## config.mk

```make
export PLATFORM = sky130hd
export DESIGN_NAME = player_physics
export DESIGN_NICKNAME = d
export VERILOG_FILES = /design/src/rtl/player_physics.sv
export SDC_FILE = /design/constraint.sdc
export NUM_CORES = 1
export LEC_CHECK = 0
export ABC_AREA = 1
export CORE_UTILIZATION = 55
export DETAILED_ROUTE_END_ITERATION = 10
export PLACE_DENSITY = 0.86
export SYNTH_ARGS = -nofsm -noshare
export SYNTH_HDL_FRONTEND = slang
export SYNTH_SLANG_ARGS = --single-unit
```

## constraint.sdc

```tcl
create_clock -name Clk -period 6.4 [get_ports Clk]
set_clock_uncertainty 0.15 [all_clocks]
set_input_delay 1.28 -clock Clk [delete_from_list [all_inputs] [get_ports Clk]]
set_output_delay 1.28 -clock Clk [all_outputs]
set_load 0.05 [all_outputs]
```

## src/rtl/player_physics.sv

```systemverilog
// Player sprite physics: key-driven STAND/RUN/CROUCH/AIM_UP/JUMP states, X motion, gravity, lives.
// Optional feature macro PLAYER_JUMP_EN builds the JUMP state, gravity and the vertical velocity register.
module player_physics #(
    parameter int W          = 10,
    parameter int X_START    = 30,
    parameter int GROUND_Y   = 230,
    parameter int X_MIN      = 0,
    parameter int X_MAX      = 639,
    parameter int X_STEP     = 2,
    parameter int JUMP_V     = 12,
    parameter int GRAVITY    = 1,
    parameter int INV_FRAMES = 60
) (
    input  logic         Clk,
    input  logic         Reset,
    input  logic         frame_tick,
    input  logic         keyPress,
    input  logic [7:0]   keycode,
    input  logic         game_active,
    input  logic         hit,
    output logic [W-1:0] PlayerX,
    output logic [W-1:0] PlayerY,
    output logic [W-1:0] PlayerHeight,
    output logic [W-1:0] PlayerWidth,
    output logic         Direction,
    output logic         playerMoving,
    output logic         airborne,
    output logic [1:0]   Lives,
    output logic         dead
);
    localparam logic [2:0] ST_STAND  = 3'd0;
    localparam logic [2:0] ST_RUN    = 3'd1;
    localparam logic [2:0] ST_CROUCH = 3'd2;
    localparam logic [2:0] ST_AIM    = 3'd3;
    localparam logic [2:0] ST_JUMP   = 3'd4;

    localparam int            CW     = $clog2(INV_FRAMES + 2);
    localparam logic [CW-1:0] INV_L  = CW'(INV_FRAMES);
    localparam logic [W-1:0]  XS_L   = W'(X_START);
    localparam logic [W-1:0]  GY_L   = W'(GROUND_Y);
    localparam logic [W:0]    XMIN_E = (W+1)'(X_MIN);
    localparam logic [W:0]    XMAX_E = (W+1)'(X_MAX);
    localparam logic [W:0]    STEP_E = (W+1)'(X_STEP);

    logic [2:0]    r_state, w_state_nx, w_gnd_state;
    logic [W-1:0]  r_x, w_x_nx;
    logic [W:0]    w_xc, w_lim;
    logic          r_dir, r_mov, r_hit_pend;
    logic [1:0]    r_lives;
    logic [CW-1:0] r_inv;
    logic          w_kv, w_up, w_left, w_down, w_right, w_jump, w_horiz;

    function automatic logic [W-1:0] f_height(input logic [2:0] s);
        case (s)
            ST_AIM:    f_height = W'(45);
            ST_CROUCH: f_height = W'(34);
            default:   f_height = W'(33);
        endcase
    endfunction

    function automatic logic [W-1:0] f_width(input logic [2:0] s);
        case (s)
            ST_AIM:    f_width = W'(14);
            ST_CROUCH: f_width = W'(17);
            default:   f_width = W'(24);
        endcase
    endfunction

    assign w_kv    = keyPress & game_active;
    assign w_up    = w_kv & (keycode == 8'h1D);
    assign w_left  = w_kv & (keycode == 8'h1C);
    assign w_down  = w_kv & (keycode == 8'h1B);
    assign w_right = w_kv & (keycode == 8'h23);
`ifdef PLAYER_JUMP_EN
    assign w_jump  = w_kv & (keycode == 8'h29);
`else
    assign w_jump  = 1'b0;
`endif

    assign dead    = (r_lives == 2'd0);
    assign w_horiz = (w_left | w_right) & ~dead;

    // State a grounded player (or one just landing) moves to from the current key
    always_comb begin
        w_gnd_state = ST_STAND;
        if (!dead) begin
            if (w_jump)                 w_gnd_state = ST_JUMP;
            else if (w_left | w_right)  w_gnd_state = ST_RUN;
            else if (w_down)            w_gnd_state = ST_CROUCH;
            else if (w_up)              w_gnd_state = ST_AIM;
        end
    end

`ifdef PLAYER_JUMP_EN
    localparam logic signed [W-1:0]   JV_S = W'(-JUMP_V);
    localparam logic signed [W-1:0]   GR_S = W'(GRAVITY);
    localparam logic signed [W+1:0]   GY_S = (W+2)'(GROUND_Y);

    logic signed [W-1:0] r_vy, w_vy_nx;
    logic [W-1:0]        r_y, w_y_nx;
    logic signed [W+1:0] w_ysum;

    assign w_ysum = $signed({2'b00, r_y}) + $signed({{2{r_vy[W-1]}}, r_vy});

    always_comb begin
        w_state_nx = r_state;
        w_y_nx     = r_y;
        w_vy_nx    = r_vy;
        if (r_state != ST_JUMP) begin
            w_state_nx = w_gnd_state;
            if (w_gnd_state == ST_JUMP) w_vy_nx = JV_S;
        end else if (!r_vy[W-1] && (r_vy != '0) && (w_ysum >= GY_S)) begin
            w_state_nx = w_gnd_state;
            w_y_nx     = GY_L;
            w_vy_nx    = (w_gnd_state == ST_JUMP) ? JV_S : '0;
        end else if (w_ysum[W+1]) begin
            w_y_nx  = '0;
            w_vy_nx = '0;
        end else begin
            w_y_nx  = w_ysum[W-1:0];
            w_vy_nx = r_vy + GR_S;
        end
    end

    always_ff @(posedge Clk or posedge Reset) begin
        if (Reset) begin
            r_y  <= GY_L;
            r_vy <= '0;
        end else if (frame_tick) begin
            r_y  <= w_y_nx;
            r_vy <= w_vy_nx;
        end
    end

    assign PlayerY  = r_y;
    assign airborne = (r_state == ST_JUMP);
`else
    assign w_state_nx = w_gnd_state;
    assign PlayerY    = GY_L;
    assign airborne   = 1'b0;
`endif

    // Clamp against the right edge using the box of the state being entered
    always_comb begin
        w_lim = XMAX_E + (W+1)'(1) - {1'b0, f_width(w_state_nx)};
        if (w_right)
            w_xc = {1'b0, r_x} + STEP_E;
        else if ({1'b0, r_x} < XMIN_E + STEP_E)
            w_xc = XMIN_E;
        else
            w_xc = {1'b0, r_x} - STEP_E;
        if (w_xc > w_lim)  w_xc = w_lim;
        if (w_xc < XMIN_E) w_xc = XMIN_E;
        w_x_nx = w_horiz ? w_xc[W-1:0] : r_x;
    end

    always_ff @(posedge Clk or posedge Reset) begin
        if (Reset) begin
            r_state <= ST_STAND;
            r_x     <= XS_L;
            r_dir   <= 1'b0;
            r_mov   <= 1'b0;
        end else if (frame_tick) begin
            r_state <= w_state_nx;
            r_x     <= w_x_nx;
            r_mov   <= (w_x_nx != r_x);
            if (w_horiz) r_dir <= w_left;
        end
    end

    // Hits between ticks are latched; a hit on the tick itself applies immediately
    always_ff @(posedge Clk or posedge Reset) begin
        if (Reset) begin
            r_hit_pend <= 1'b0;
            r_lives    <= 2'd3;
            r_inv      <= '0;
        end else if (frame_tick) begin
            r_hit_pend <= 1'b0;
            if ((r_hit_pend | hit) && (r_inv == '0) && (r_lives != 2'd0)) begin
                r_lives <= r_lives - 2'd1;
                r_inv   <= INV_L;
            end else if (r_inv != '0) begin
                r_inv <= r_inv - CW'(1);
            end
        end else if (hit) begin
            r_hit_pend <= 1'b1;
        end
    end

    assign PlayerX      = r_x;
    assign PlayerHeight = f_height(r_state);
    assign PlayerWidth  = f_width(r_state);
    assign Direction    = r_dir;
    assign playerMoving = r_mov;
    assign Lives        = r_lives;
endmodule

```

# After elaboration in Yosys (flattened, before gate mapping)
# Cells that the tools add are included.
# Widths: inputs -> output; s select.
dict set report word_totals {
  wordCells 60
  out_inout_bits 46
  input_bits 14
  reg_bits 24
}
dict set report op_classes {
  order_cmp 3
  addsub 5
  muxes 16
  n_reduce_logical 11
  n_eq_ne 9
  bitwise 9
}
# op count
set op_table {}
lappend op_table {{$mux 11} 3}
lappend op_table {{$eq 8x5->1 const B} 3}
lappend op_table {{$mux 10} 2}
lappend op_table {{$pmux 5 s2} 2}
lappend op_table {{$eq 3x2->1 const B} 4}
lappend op_table {{$mux 6} 2}
lappend op_table {{$add 10x2->11 const B} 1}
lappend op_table {{$gt 11x11->1} 1}
lappend op_table {{$lt 11x1->1 const B} 1}
lappend op_table {{$sub 10x10->11 const A} 1}
lappend op_table {{$sub 10x2->11 const B} 1}
lappend op_table {{$lt 10x2->1 const B} 1}
lappend op_table {{$ne 10x10->1} 1}
lappend op_table {{$eq 8x6->1 const B} 1}
lappend op_table {{$pmux 4 s2} 1}
lappend op_table {{$and 1x1->1} 6}
lappend op_table {{$logic_not 6->1} 1}
lappend op_table {{$mux 2} 3}
lappend op_table {{$reduce_and 2->1} 3}
lappend op_table {{$reduce_bool 2->1} 3}
lappend op_table {{$reduce_bool 6->1} 1}
lappend op_table {{$sub 6x1->6 const B} 1}
lappend op_table {{$mux 3} 1}
lappend op_table {{$logic_and 1x1->1} 2}
lappend op_table {{other kinds (5)} 7}

# Logic depth before layout (Yosys ltp)
# Gate-level depths: netlist of run 1.
dict set report depth {
  ltp_word 15
  mapped_depth 29
  depth_no_buf 29
}

# Worst setup path before layout of run 1
# OpenSTA, ideal clock, no wires.
dict set report synth_path {
  path_kind {input port to flip-flop}
  from {in keycode[7]}
  to {reg r_mov, in the netlist playerMoving}
  setup_slack_ns 2.256
  setup_time_ns 0.122
  path_buffers 1
  cell_stages 24
  required_time_ns 6.128
  arrival_ns 3.872
  path_cell_list {nor2_2 inv_2 nor3_4 nand2_1 nor4_1 inv_1 ha_1 inv_1 ha_1 nand3_1 nand2_1 nand2_1 nand3_1 nand2_1 nand3_2 nand2_4 buf_12 nand3_2 nand3_1 nand2_1 nor2_1 nand2_1 nor2_2 a21oi_2}
}
dict set report synth_between {
  elab_chain_cells 15
  word_cells_on_any_way 25
  classes_between {add/sub: 1; order compare: 2; eq/ne: 7; mux: 9; bitwise: 6}
}
# element line
set synth_rtl {}
lappend synth_rtl {{start, declared} 18} ;# input logic [7:0] keycode,
lappend synth_rtl {{$eq 8x5->1} 70} ;# assign w_up = w_kv & (keycode == 8'h1D);
lappend synth_rtl {{$and 1x1->1} 70}
lappend synth_rtl {{$mux 2} 90} ;# else if (w_up) w_gnd_state = ST_AIM;
lappend synth_rtl {{$mux 2} 89} ;# else if (w_down) w_gnd_state = ST_CROUCH;
lappend synth_rtl {{$mux 2} 88} ;# else if (w_left | w_right) w_gnd_state = ST_RUN;
lappend synth_rtl {{$mux 3} 86} ;# if (!dead) begin
lappend synth_rtl {{$eq 3x2->1} 62} ;# case (s)
lappend synth_rtl {{$pmux 5 s2} 62}
lappend synth_rtl {{$sub 10x10->11} 145} ;# w_lim = XMAX_E + (W+1)'(1) - {1'b0, f_width(w_state_nx)};
lappend synth_rtl {{$gt 11x11->1} 152} ;# if (w_xc > w_lim) w_xc = w_lim;
lappend synth_rtl {{$mux 11} 152}
lappend synth_rtl {{$lt 11x1->1} 153} ;# if (w_xc < XMIN_E) w_xc = XMIN_E;
lappend synth_rtl {{$mux 10} 153}
lappend synth_rtl {{$mux 10 (*)} 154} ;# w_x_nx = w_horiz ? w_xc[W-1:0] : r_x;
lappend synth_rtl {{$ne 10x10->1 (*)} 166} ;# r_mov <= (w_x_nx != r_x);
lappend synth_rtl {{end signal, assigned} 166}
lappend synth_rtl {{end, declared} 48} ;# logic r_dir, r_mov, r_hit_pend;
# Mark *: on every way between the ends. The rest lies on a longest branch, timed or not.
# A chain may end at the register's enable or synchronous reset.

# Final worst setup path of run 1
# Ends and elaborated chain as after synthesis.

==> results of run 1 <==
==> per-layer routing <==
metal  global-route usage, %  up-vias  wire length [um]
met5                       0        -                 0
met2                    44.0      113              2890
met3                    3.92       13               377
met4                    9.33        0               110
li1                        -     1165                 -
met1                    30.6     1100              2490
==> state kept, by name, indices dropped and copies added (netlist names) <==
name,cells
playerMoving,1
PlayerX,10
r_state,2
r_hit_pend,1
r_inv,6
Direction,1
Lives,2
==> how the worst max path moves through the flow <==
stage / startpoint / depth (start not counted) / slack, ns / end
after floorplan: keycode[7] / 24 / 2.26 / playerMoving
after global placement: keycode[7] / 24 / 1.58 / playerMoving
after detailed placement: keycode[7] / 26 / 1.45 / playerMoving
after CTS: keycode[7] / 26 / 1.71 / playerMoving
after global routing: keycode[7] / 26 / 1.31 / playerMoving
final: keycode[7] / 26 / 1.71 / playerMoving
==> tightest hold or removal path, delay by kind of cell (launching register included) <==
kind             cells  cell delay (ns)
flip-flops           1             0.33
AND/OR/NAND/NOR      2             0.13
==> logic make-up (layout without fill, tap and decap cells) <==
logic type	count (synthesis)	after routing	synth area share (%)
AOI/OAI and AO/OA	30	30	7.32
DFF	23	23	23.1
xor gates and xnor gates	9	9	3.12
other	2	25	0.297
and+or+nand+nor	189	189	39.9
adders and majority gates	14	14	6.93
buffers and inverters	93	100	19.4
==> power by group <==
group / leakage [nW] / internal [mW] / total [mW] / switching [mW]
Clock: 0.0255 / 0.0437 / 0.0947 / 0.0510
Combinational: 1.13 / 0.0935 / 0.299 / 0.206
Sequential: 0.267 / 0.182 / 0.211 / 0.0298
Total: 1.42 / 0.319 / 0.605 / 0.286
==> area by class of cell <==
cell class / instances / area, um^2 / share of cell area, %
multi-input cells: 267 / 1540 / 54.5
flip-flops and latches: 23 / 583 / 20.6
repair buffers: 37 / 370 / 13.1
inverters: 59 / 221 / 7.83
well taps: 52 / 65.1 / 2.30
clock buffers: 3 / 41.3 / 1.46
clock inverters: 1 / 5.00 / 0.177
==> Yosys cell counts, drive strengths merged, types with 6 or more instances <==
master   n
nor2    41
dfstp    6
nand2   81
o22ai   10
inv     59
nand3   45
buf     32
dfrtp   17
xor2     8
o21ai   11
nand4   10
ha      14
a21oi    7
==> layout by cell type, fill, tap and decap left out, types with 10 or more instances in the layout <==
master           instances
clkdlybuf4s50_1         37
conb_1                  25
dfrtp_1                 17
ha_1                    14
inv_1                   50
nand2_1                 69
nand3_1                 35
nand3_2                 10
nand4_1                 10
nor2_1                  28
==> impl_metrics.json, run 1 <==
{
  "final_util_pct": 64.5,
  "grt-ovfl-total": 0,
  "drc_errors": 0,
  "place_congestion": 0.995,
  "worstPathArrival_ns": 4.71,
  "fin_cells": 442,
  "fin_ws_ns": 1.71,
  "start_kind": "input port",
  "hold_path_class": "flop to flop",
  "clockRootBuffer": "clkbuf_8",
  "ys_types": 40,
  "critPathRequiredTime_ns": 6.42,
  "tns_ns": 0,
  "ys_top_cells_by_area": "dfrtp_1 (17%), nand2_1 (10%), buf_4 (8.0%)",
  "worst-r2r-cell-count": 23,
  "syn_area_per_cell_um2": 7.02,
  "worstSetupPathType": "input port to flop",
  "whs_ns": 0.347,
  "timing.final.hold_violations": 0,
  "grtUsageTotal_pct": 25.0,
  "grt_max_degree": 24,
  "path_delay_family": "simple AND/OR/NAND/NOR gates",
  "cts_made_buffers": 3,
  "hp-start": "r_hit_pend",
  "start_util_pct": 57.7,
  "cp_num_buf_inv": 5,
  "drive_above_1_share_pct": 16.2,
  "maxCapViolCount": 0,
  "critPathCaptureType": "flop",
  "detail_route.wirelength_um": 5870,
  "slowest_stage": "nor4_1",
  "dpl-instance-area_um2": 2780,
  "synth_cells": 360,
  "io_pins": 60,
  "layout.nets": 419,
  "reg2reg_from": "Lives[0]",
  "grt_pass1_vias": 2283,
  "antenna_found_initial": 0,
  "fmax_mhz": 213,
  "grt_pass1_wl_um": 9830,
  "clock_path_buffers": 2,
  "crit_fanout": 12,
  "die_x_um": 69.8,
  "crit_path_frequent_cell": "nand2_1",
  "htreeDepth": 1,
  "slew_headroom_pct": 41.7,
  "antenna_left": 0,
  "dieHeight_um": 69.8,
  "place_hpwl_um": 4620,
  "synth_ff_type": "dfrtp_1",
  "yosysTopAreaCell": "dfrtp_1",
  "drt-vias-per-instance": 5.41,
  "cts.repair.resized": 0,
  "dp_cells": 438,
  "final_area_um2": 2830,
  "leakagePower_nw": 1.42,
  "reg2reg_to": "playerMoving",
  "drtPass1Iterations": 5,
  "setup_violations": 0,
  "fin_crit_ns": 4.69,
  "portBuffers": 37,
  "yosysSeqAreaShare_pct": 23.1,
  "num_vias": 2391,
  "ys_ff_latch": 23,
  "cts_tree": "built",
  "slowest_delay_ns": 0.47,
  "power_mw": 0.605,
  "rsz0062_at_grt": "false",
  "synth_edf_count": 0,
  "synth_top_area_share_pct": 16.8,
  "min_path_cells": 2,
  "drt-initial-drc-count": 133,
  "hold_end": "r_hit_pend",
  "clkLatencyLatePin_ns": 0.27,
  "fill_cells": 395,
  "dieArea_um2": 4870,
  "netlist_area_um2": 2530,
  "clk_pin_slew_ns": 0.09,
  "post-cts-setup-buffers": 0,
  "postCtsHoldBufs": 0,
  "avgRoutedWirePerCell_um": 13.3,
  "tightest_slew_ns": 0.874,
  "syn_to_final_growth_pct": 11.8,
  "ir_worst_vdd_uv": 376,
  "n_antenna_cell": 0,
  "core_area_um2": 4380,
  "cts_num_sinks": 23,
  "reg2reg_slack_ns": 2.71,
  "rows": 24,
  "power_density_nw_per_um2": 214,
  "ys_warn_count": 0,
  "pre_cts_slack_ns": 1.45,
  "run_status": "complete, no violations",
  "finalCritPeriodShare_pct": 73.3,
  "final-max-slew-violation-count": 0,
  "ys_async_sr_fraction_pct": 100
}
(Power assumes the default switching activity.)
==> inputs of run 2 (changes only) <==
CORE_UTILIZATION = 46   (was 55)
PLACE_DENSITY = 0.77   (was 0.86)
clock period = 3.9 ns   (was 6.4 ns; I/O delays follow)
==> run 2 against run 1 <==
  * Global-route usage shrank 2.1 points
  * First-iteration DRC count increased by 17%
  * Critical path depth fell by 1
  * Wire length is 11% higher
  * Via count grew 5.4%
  * Worst hold slack got worse by 0.0025 ns
  * Utilization is 1.9 points lower
  * Flip-flop and latch count did not move
  * Register-to-register slack got worse by 2.4 ns
  * Critical path type unchanged
  * Largest power group unchanged
  * Highest routed layer unchanged
==> impl_metrics.json, run 2 (same netlist as run 1, synthesis figures left out) <==
{
  "fill_cells": 453,
  "layout_common_cells": "nand2_1 (67), inv_1 (46), buf_4 (42)",
  "slew_headroom_pct": 41.3,
  "cts_num_sinks": 23,
  "cts_made_buffers": 3,
  "dieHeight_um": 76.1,
  "n_antenna_cell": 0,
  "run_status": "complete, no violations",
  "power_density_nw_per_um2": 315,
  "cp_num_buf_inv": 6,
  "grt_pass1_wl_um": 10900,
  "gr-usage-met1_pct": 27.1,
  "final_area_um2": 3260,
  "place_hpwl_um": 5080,
  "cts_tree": "built",
  "portBuffers": 37,
  "antenna_left": 0,
  "dieArea_um2": 5800,
  "syn_to_final_growth_pct": 28.7,
  "rows": 26,
  "hold_path_class": "flop to flop",
  "dpl-instance-area_um2": 3070,
  "maxCapViolCount": 0,
  "crit_path_frequent_cell": "nand2_1",
  "critPathCaptureType": "flop",
  "slowest_delay_ns": 0.47,
  "path_delay_family": "simple AND/OR/NAND/NOR gates",
  "layout.nets": 462,
  "final_common_cell": "nand2_1",
  "start_kind": "input port",
  "ir_worst_vdd_uv": 381,
  "grt_max_degree": 24,
  "critPathRequiredTime_ns": 3.91,
  "fin_ws_ns": 0.225,
  "grt_pass1_vias": 2381,
  "worstPathArrival_ns": 3.68,
  "clockRootBuffer": "clkbuf_8",
  "final-max-slew-violation-count": 0,
  "io_pins": 60,
  "drtPass1Iterations": 4,
  "postCtsHoldBufs": 0,
  "drt-vias-per-instance": 5.01,
  "pre_cts_slack_ns": -0.149,
  "largest_reg_flops": 10,
  "start_util_pct": 48.6,
  "dp_cells": 491,
  "grtUsageMet3_pct": 4.07,
  "clk_pin_slew_ns": 0.09,
  "crit_fanout": 6,
  "setup_violations": 0,
  "avgRoutedWirePerCell_um": 13.0,
  "tightest_slew_ns": 0.879,
  "core_area_um2": 5200,
  "detail_route.wirelength_um": 6540,
  "num_vias": 2521,
  "fmax_mhz": 272,
  "antenna_found_initial": 0,
  "clkLatencyLatePin_ns": 0.27,
  "busiest_layer": "met2",
  "drc_errors": 0,
  "worstSetupPathType": "input port to flop",
  "htreeDepth": 1,
  "grtUsageMet2_pct": 41.5,
  "place_congestion": 0.915,
  "grtUsageTotal_pct": 23.0,
  "die_x_um": 76.1,
  "clock_path_buffers": 2,
  "fin_crit_ns": 3.67,
  "slowest_stage": "clkdlybuf4s50_1",
  "grt-ovfl-total": 0,
  "drt-initial-drc-count": 156,
  "fin_cells": 503,
  "leakagePower_nw": 1.69,
  "drive_above_1_share_pct": 27.9,
  "finalCritPeriodShare_pct": 94.2,
  "timing.final.hold_violations": 0
}
[run 2: cell count changes in the layout (fill, tap and decap cells not counted), sizes merged]
| cell | delta |
|---|---|
| clkdlybuf4s50 | -7 |
| dlymetal6s2s | +7 |
| buf | +43 |
[run 2: per-layer routing]
layer  part of all wire [%]  routed length, um
met4                    1.9                127
met5                      0                  0
met3                    5.5                360
met1                     42               2750
met2                     51               3310
[run 2: where the power goes]
group          leakage (nW)  internal, mW  switching (mW)
sequential            0.267         0.298          0.0479
clock                0.0255        0.0714          0.0787
combinational          1.40         0.180           0.349
total                  1.69         0.550           0.475
[run 2: what timing repair did]
| action | CTS | global route |
|---|---|---|
| endpoints found under the setup margin | 0 | 3 |
| setup buffers | 0 | 8 |
| resized for setup | 0 | 27 |
[run 2: path summary, 6_finish.rpt]
kind	from	to	slack, ns	cells after the start
min in group asynchronous	Reset	r_inv[4]	0.84	2
worst max-delay path	keycode[3]	playerMoving	0.23	25
worst max register to register	PlayerX[1]	playerMoving	0.29	26
worst min register to register	r_hit_pend	r_hit_pend	0.34	2
max in group asynchronous	Reset	playerMoving	2.22	2
worst min-delay path	r_hit_pend	r_hit_pend	0.34	2
[run 2: worst register-to-register path, stage by stage (launching register included)]
cell,delay (ns)
dfstp_2,0.59
inv_1,0.16
ha_1,0.31
nand3_2,0.12
nor2_2,0.05
nor2_2,0.20
inv_2,0.06
buf_4,0.15
o22ai_2,0.15
ha_1,0.29
nand2_1,0.07
nand2_1,0.05
nand2_1,0.05
nand2_1,0.04
nand2_1,0.05
nand3_1,0.06
nand2_1,0.08
nand3_2,0.08
nand2_4,0.11
buf_6,0.12
nand3_2,0.06
nand3_1,0.07
nand2_1,0.07
nor2_1,0.11
nand2_1,0.07
nor2_2,0.12
a21oi_2,0.06
[run 2: cell type report]
type	count	area, um^2	share of cell area [%]
Tap cell	70	87.6	2.69
Clock buffer	3	41.3	1.27
Clock inverter	1	5.00	0.154
Sequential cell	23	583	17.9
Inverter	59	221	6.80
Multi-Input combinational cell	267	1600	49.2
Timing Repair Buffer	80	714	21.9
[run 2: through the flow]
step	utilization, %	setup TNS [ns]	power, mW	hold WS, ns
2_1_floorplan	-	0	0.738	0.297
3_3_place_gp	58.9	-0.0592	0.844	0.318
4_1_cts	59.8	0	1.02	0.351
3_5_place_dp	58.9	-0.190	0.861	0.327
6_report	62.5	0	1.03	0.345
5_1_grt	62.5	-0.0319	1.10	0.368
